<file path="src/rtl/hs_arb_pkg.sv">
// hs_arb_pkg
//   Shared definitions for the handshake arbiter slice.
//   - state_t     : arbiter FSM states, 2-bit encoding
//   - SYNC_STAGES : depth of the input synchroniser chains
package hs_arb_pkg;

  typedef enum logic [1:0] {
    IDLE = 2'd0,
    REQ  = 2'd1,
    ACK  = 2'd2,
    REL  = 2'd3
  } state_t;

  localparam int SYNC_STAGES = 2;

endpackage

</file>
<file path="src/rtl/hs_arbiter_sync2.sv">
// sync2
//   Single-bit multi-flop synchroniser (SYNC_STAGES deep) for bringing an
//   asynchronous handshake signal into the clk domain. All flops reset to 0.
// Ports
//   clk  in  1  sampling clock
//   rstn in  1  asynchronous active-low reset
//   d    in  1  asynchronous input
//   q    out 1  synchronised output
module sync2
  import hs_arb_pkg::*;
(
  input  logic clk,
  input  logic rstn,
  input  logic d,
  output logic q
);

  logic [SYNC_STAGES-1:0] stage_reg;

  always_ff @(posedge clk or negedge rstn) begin
    if (!rstn) begin
      stage_reg <= '0;
    end else begin
      stage_reg <= {stage_reg[SYNC_STAGES-2:0], d};
    end
  end

  assign q = stage_reg[SYNC_STAGES-1];

endmodule

</file>
<file path="src/rtl/hs_arbiter.sv">
// hs_arbiter
//   Round-robin arbiter sharing one downstream 4-phase req/ack channel between
//   N 4-phase clients. One client owns the channel for a full 4-phase cycle.
//   Build option: define HS_ARB_SYNC_EN to pass req[] and out_ack through
//   2-flop synchronisers (adds 2 cycles to every input-to-reaction latency).
// Ports
//   clk     in   1     system clock
//   rstn    in   1     asynchronous active-low reset
//   req     in   N     client requests, bit i = client i
//   ack     out  N     client acknowledges, one-hot or zero
//   out_req out  1     request to the shared channel
//   out_ack in   1     acknowledge from the shared channel
//   out_sel out  SELW  index of the granted client, stable while busy
//   busy    out  1     high whenever the FSM is not IDLE
module hs_arbiter
  import hs_arb_pkg::*;
#(
  parameter  int N    = 2,
  localparam int SELW = $clog2(N)
) (
  input  logic            clk,
  input  logic            rstn,
  input  logic [N-1:0]    req,
  output logic [N-1:0]    ack,
  output logic            out_req,
  input  logic            out_ack,
  output logic [SELW-1:0] out_sel,
  output logic            busy
);

  logic [N-1:0] req_s;
  logic         out_ack_s;

`ifdef HS_ARB_SYNC_EN
  genvar gi;
  generate
    for (gi = 0; gi < N; gi++) begin : g_req_sync
      sync2 u_req_sync (.clk(clk), .rstn(rstn), .d(req[gi]), .q(req_s[gi]));
    end
  endgenerate
  sync2 u_ack_sync (.clk(clk), .rstn(rstn), .d(out_ack), .q(out_ack_s));
`else
  assign req_s     = req;
  assign out_ack_s = out_ack;
`endif

  // First requester at or after p, wrapping N-1 -> 0. Shifting instead of
  // indexing keeps the search free of out-of-range selects for any N.
  function automatic logic [SELW-1:0] rr_pick(input logic [N-1:0] r,
                                               input logic [SELW-1:0] p);
    logic [SELW-1:0] idx;
    logic [SELW-1:0] pick;
    logic [N-1:0]    r_shift;
    logic            found;
    idx   = p;
    pick  = p;
    found = 1'b0;
    for (int k = 0; k < N; k++) begin
      r_shift = r >> idx;
      if (!found && r_shift[0]) begin
        pick  = idx;
        found = 1'b1;
      end
      idx = (idx == SELW'(N - 1)) ? '0 : idx + 1'b1;
    end
    return pick;
  endfunction

  state_t          state_reg,   state_next;
  logic [SELW-1:0] ptr_reg,     ptr_next;
  logic [SELW-1:0] sel_reg,     sel_next;
  logic [N-1:0]    ack_reg,     ack_next;
  logic            out_req_reg, out_req_next;
  logic            busy_reg,    busy_next;
  logic [N-1:0]    req_granted_shift;

  always_ff @(posedge clk or negedge rstn) begin
    if (!rstn) begin
      state_reg   <= IDLE;
      ptr_reg     <= '0;
      sel_reg     <= '0;
      ack_reg     <= '0;
      out_req_reg <= 1'b0;
      busy_reg    <= 1'b0;
    end else begin
      state_reg   <= state_next;
      ptr_reg     <= ptr_next;
      sel_reg     <= sel_next;
      ack_reg     <= ack_next;
      out_req_reg <= out_req_next;
      busy_reg    <= busy_next;
    end
  end

  always_comb begin
    state_next        = state_reg;
    ptr_next          = ptr_reg;
    sel_next          = sel_reg;
    ack_next          = ack_reg;
    out_req_next      = out_req_reg;
    req_granted_shift = req_s >> sel_reg;
    case (state_reg)
      IDLE: begin
        if (|req_s) begin
          sel_next     = rr_pick(req_s, ptr_reg);
          out_req_next = 1'b1;
          state_next   = REQ;
        end
      end
      REQ: begin
        if (out_ack_s) begin
          ack_next   = N'(1) << sel_reg;
          state_next = ACK;
        end
      end
      ACK: begin
        // Only the granted client's release matters; other req changes are ignored.
        if (!req_granted_shift[0]) begin
          out_req_next = 1'b0;
          state_next   = REL;
        end
      end
      REL: begin
        if (!out_ack_s) begin
          ack_next   = '0;
          ptr_next   = (sel_reg == SELW'(N - 1)) ? '0 : sel_reg + 1'b1;
          state_next = IDLE;
        end
      end
      default: state_next = IDLE;
    endcase
    // Registered so busy is a clean flop output rather than a state decode.
    busy_next = (state_next != IDLE);
  end

  assign ack     = ack_reg;
  assign out_req = out_req_reg;
  assign out_sel = sel_reg;
  assign busy    = busy_reg;

endmodule
</file>
<file path="config.mk">
export PLATFORM = sky130hd
export DESIGN_NAME = hs_arbiter
export DESIGN_NICKNAME = d
export VERILOG_FILES = /design/src/rtl/hs_arb_pkg.sv /design/src/rtl/hs_arbiter_sync2.sv /design/src/rtl/hs_arbiter.sv
export SDC_FILE = /design/constraint.sdc
export NUM_CORES = 1
export LEC_CHECK = 0
export CORE_AREA = 10 10 47 49
export DETAILED_ROUTE_END_ITERATION = 8
export DIE_AREA = 0 0 57 59
export GPL_ROUTABILITY_DRIVEN = 0
export PLACE_DENSITY = 0.48
export SETUP_SLACK_MARGIN = 0.1
export SYNTH_ARGS = -nofsm -noshare
export SYNTH_HDL_FRONTEND = slang
export SYNTH_HIERARCHICAL = 1
export SYNTH_SLANG_ARGS = --single-unit
</file>
<file path="constraint.sdc">
create_clock -name clk -period 3.35 [get_ports clk]
set_input_delay 0.8375 -clock clk [delete_from_list [all_inputs] [get_ports clk]]
set_output_delay 0.8375 -clock clk [all_outputs]
set_load 0.05 [all_outputs]
</file>
==> flow_summary.yaml, run 1 <==
run_status:
  status: "completed"
sta:
  hold_viol_final: 0
  holdWs_ns: 0.5106
  worst_pin_slew_ns: 0.5008
  min_period_ns: 2.377
  rsz0062_at_grt: "no"
  tns_ns: 0
  timing.fmax_ghz: 0.4207
  fin_crit_sh: 0.7096
  timing.slew.headroom: 0.6651
  finClkSkew_ns: 0.0005897
  slew_viol_final: 0
  setup_viol: 0
clock_tree:
  post_cts_buffers: 0
  cts_tree: "yes"
  cts_root_buffer: "clkbuf_4"
  cts_inserted_buffers: 3
  clk_pin_slew_ns: 0.06
  clock_latency_ns: 0.26
  htree_num_levels: 1
  clock-sinks: 8
  cts_max_path_buffers: 2
  postCtsHoldBufs: 0
  cts.repair.resized: 0
power:
  power.leakage_nw: 0.2069
  vdd_drop_max_mv: 0.3650
  power_density_nw_per_um2: 1087
route:
  ant_nets: 0
  routed_wirelength_microns: 872
  route.vias.total: 323
  via_per_inst: 5.047
  dr.pass1.iters: 4
  wire_per_inst_microns: 13.63
  drtIter0Drc: 4
  drcViolationCount: 0
job:
  cap_violations: 0
die:
  ios: 10
  core.rowCount: 14
  fp.dieH_microns: 59
  start_util: 0.2661
  die_w_microns: 57
  core_area_sq_um: 1401
  die_area_sq_um: 3363
worst_setup_path:
  reg2reg_slack_ns: 2.22
  worst-path-buf-inv: 1
  crit_arrival_ns: 1.54
  cpMaxStageDelayCell: "clkdlybuf4s50_1"
  cp_slowest_stage_delay_ns: 0.84
  end_kind: "output pin"
  critPathLaunchType: "register"
  path_cells: "clkdlybuf4s50_1"
  path_class: "register to output pin"
  crit_fanout: 7
  crit_family: "buffers and inverters"
  crit_required_ns: 2.51
synthesis:
  synth_area_leaders: "dfrtp_1, a2bb2oi_1, o21ai_0"
  synth_seq_cells: 8
  yosysTopAreaCellShare: 0.5369
  ys_seq_area_frac: 0.5369
  yosysWarnings: 6
  syn-num-nets: 42
  synthCells: 37
  syn_area_sq_um: 372.9
  yosysTopAreaCell: "dfrtp_1"
  syn_avg_cell_area_sq_um: 10.08
  synth_cell_types: 17
finish:
  multi_input_area_sq_um: 156.4
  regArea_sq_um: 200.2
  syn_to_final_growth_pct: 34.23
  layout_common_cells: "clkdlybuf4s50_1, dfrtp_1, o21ai_0"
  final_common_cell: "clkdlybuf4s50_1"
  fin_nets: 55
  drive_gt1_frac: 0.08333
  n_antenna_cell: 0
  n_fill_cell: 149
global_route:
  grt_pass1_vias: 348
  grt.total_usage: 0.05592
  grt_start_max_net_pins: 10
  global_route.overflow_total: 0
  grt_pass1_wl_mm: 1.511
  antenna_found_initial: 0
placed_design:
  port_buffers: 9
  dp_hpwl_microns: 661.1
hold_path:
  worst_hold_path_type: "register to register"
[worst min-delay path, stage by stage, from the launching register on]
cell and delay (ns):
dfrtp_1 0.35, nand2_1 0.05, o21ai_0 0.07
[routing by layer]
layer	vias up	part of all wire	GRT usage
met1	150	0.42	0.05030
met2	10	0.46	0.09457
li1	159	-	-
met3	4	0.097	0.03004
met5	-	0	0
met4	0	0.022	0.04027
[layout make-up]
cell class	count	share of cell area
Tap cell	16	0.04000
Clock buffer	3	0.04500
Multi-Input combinational cell	25	0.3125
Inverter	3	0.02250
Sequential cell	8	0.4000
Timing Repair Buffer	9	0.1800
[cells in the mapped netlist (all sizes together)]
cell type	count
nand2	3
a21oi	3
a2bb2oi	3
o21ai	4
and2	1
inv	3
a21boi	1
a211o	1
o32a	1
nand3b	1
nor2	2
buf	1
a31oi	2
or3	1
dfrtp	8
o2bb2ai	2
[through the flow]
step	power (mW)	cell area [sq um]	worst slack, ns	instances	util
global placement	0.4707	478.0	1.261	61	0.3411
floorplan	0.3830	372.9	1.850	37	-
finish	0.5443	500.5	0.9728	64	0.3571
global route	0.5768	500.5	0.9249	64	0.3571
CTS	0.5481	500.5	0.9653	64	0.3571
detailed placement	0.4706	478.0	1.250	61	0.3411
[path summary, 6_finish.rpt]
path	start	end	cells after the start
max	out_sel	out_sel	1
min	ptr_reg	ptr_reg	2
max reg2reg	out_sel	out_req	3
min reg2reg	ptr_reg	ptr_reg	2
max in group asynchronous	rstn	out_req	1
min in group asynchronous	rstn	state_reg[1]	1
[report_power, final]
| group | internal [mW] | switching (mW) |
|---|---|---|
| registers | 0.142 | 0.0533 |
| clock network | 0.0412 | 0.0356 |
| logic | 0.106 | 0.165 |
| total | 0.290 | 0.254 |
[logic make-up (layout without fill, tap and decap cells)]
| logic type | Yosys count | after routing | share of synthesized area |
|---|---|---|---|
| AOI/OAI and AO/OA | 17 | 17 | 0.3155 |
| buffers and inverters | 4 | 15 | 0.04361 |
| DFF | 8 | 8 | 0.5369 |
| and+or+nand+nor | 8 | 8 | 0.1041 |
Power figures use the tool's default switching activity.
==> inputs of run 2 (changes only) <==
- PLACE_DENSITY: 0.48 -> 0.5
- clock period: 3.35 -> 2 ns (I/O delays scaled with it)
==> run 2 against run 1 <==
  * First-iteration DRC count up 130%
  * Critical path depth unchanged
  * Clock-buffer cell count stayed put
  * Largest cell class unchanged
  * Critical endpoint is now busy
==> flow_summary.yaml, run 2 (synthesized netlist as in run 1, its figures left out) <==
run_status:
  status: "completed"
sta:
  min_period_ns: 1.481
  worst_pin_slew_ns: 0.5050
  tns_ns: 0
  fin_crit_sh: 0.7403
  timing.fmax_ghz: 0.6754
  holdWs_ns: 0.5035
  rsz0062_at_grt: "no"
  slew_viol_final: 0
  hold_viol_final: 0
  setup_viol: 0
  finClkSkew_ns: 0.003565
  timing.slew.headroom: 0.6628
die:
  core.rowCount: 14
  start_util: 0.2661
  fp.dieH_microns: 59
  core_area_sq_um: 1401
  die_w_microns: 57
  die_area_sq_um: 3363
  ios: 10
global_route:
  grt_start_max_net_pins: 10
  grt.total_usage: 0.06565
  global_route.overflow_total: 0
  grt_pass1_wl_mm: 1.725
  grt_pass1_vias: 383
  antenna_found_initial: 0
route:
  wire_per_inst_microns: 14.80
  via_per_inst: 5.016
  drtIter0Drc: 9
  routed_wirelength_microns: 947
  route.vias.total: 321
  dr.pass1.iters: 4
  drcViolationCount: 0
  ant_nets: 0
finish:
  drive_gt1_frac: 0.1667
  n_antenna_cell: 0
  design_area_sq_um: 493.0
  layout_common_cells: "dfrtp_1, o21ai_0, clkdlybuf4s50_1, buf_4"
  final_common_cell: "dfrtp_1"
  fin_nets: 55
  syn_to_final_growth_pct: 32.21
power:
  power.leakage_nw: 0.2140
  vdd_drop_max_mv: 0.6434
  power_density_nw_per_um2: 1828
clock_tree:
  post_cts_buffers: 0
  htree_num_levels: 1
  cts_inserted_buffers: 3
  postCtsHoldBufs: 0
  cts_max_path_buffers: 2
  clock-sinks: 8
  cts.repair.resized: 0
  cts_root_buffer: "clkbuf_4"
  cts_tree: "yes"
  clock_latency_ns: 0.25
  clk_pin_slew_ns: 0.05
placed_design:
  port_buffers: 9
  dp_hpwl_microns: 708.6
  dpl_cell_area_sq_um: 467.9
worst_setup_path:
  cpMaxStageDelayCell: "dlymetal6s2s_1"
  worst-path-buf-inv: 1
  crit_fanout: 1
  crit_arrival_ns: 0.98
  path_cells: "dlymetal6s2s_1"
  end_kind: "output pin"
  critPathLaunchType: "register"
  crit_family: "buffers and inverters"
  crit_required_ns: 1.50
  cp_slowest_stage_delay_ns: 0.41
  path_class: "register to output pin"
hold_path:
  worst_hold_path_type: "register to register"
job:
  cap_violations: 0
[run 2: cell count changes in the layout (fill, tap and decap cells not counted)]
cell             before  now
buf_4                 0    4
clkdlybuf4s50_1       9    4
dlymetal6s2s_1        0    1
[run 2: worst paths after layout]
kind	depth (start not counted)	slack, ns	end	from
setup / recovery	1	0.52	busy	busy
hold / removal	2	0.50	ptr_reg	ptr_reg
setup reg to reg	3	0.78	out_req	out_sel
hold reg to reg	2	0.50	ptr_reg	ptr_reg
max in group asynchronous	1	1.21	out_req	rstn
min in group asynchronous	1	0.53	ack[1]	rstn
[run 2: stage by stage]
stage	instances	setup slack, ns	power [mW]	utilization
after CTS	64	0.1109	0.9160	0.3500
after global placement	61	0.3047	0.7727	0.3339
after global routing	64	0.4426	0.9788	0.3518
final	64	0.5194	0.9010	0.3518
after floorplan	37	0.6009	0.6416	-
after detailed placement	61	0.2832	0.7859	0.3339
[run 2: per-layer routing]
metal,up-vias,GRT usage,wire length (microns)
li1,160,-,-
met1,150,0.07850,464
met2,11,0.08062,402
met3,0,0.04077,81
met4,0,0.05034,0
met5,-,0,0
[run 2: power by group]
group / internal [mW] / leakage, nW / switching (mW) / total, mW
Combinational: 0.164 / 0.107 / 0.280 / 0.445
Sequential: 0.239 / 0.0929 / 0.0959 / 0.335
Clock: 0.0685 / 0.0138 / 0.0530 / 0.122
[run 2: layout make-up]
type,count,area (sq um)
Fill cell,155,908.4
Sequential cell,8,200.2
Multi-Input combinational cell,25,156.4
Timing Repair Buffer,9,82.58
Clock buffer,3,22.52
Tap cell,16,20.02
Inverter,3,11.26
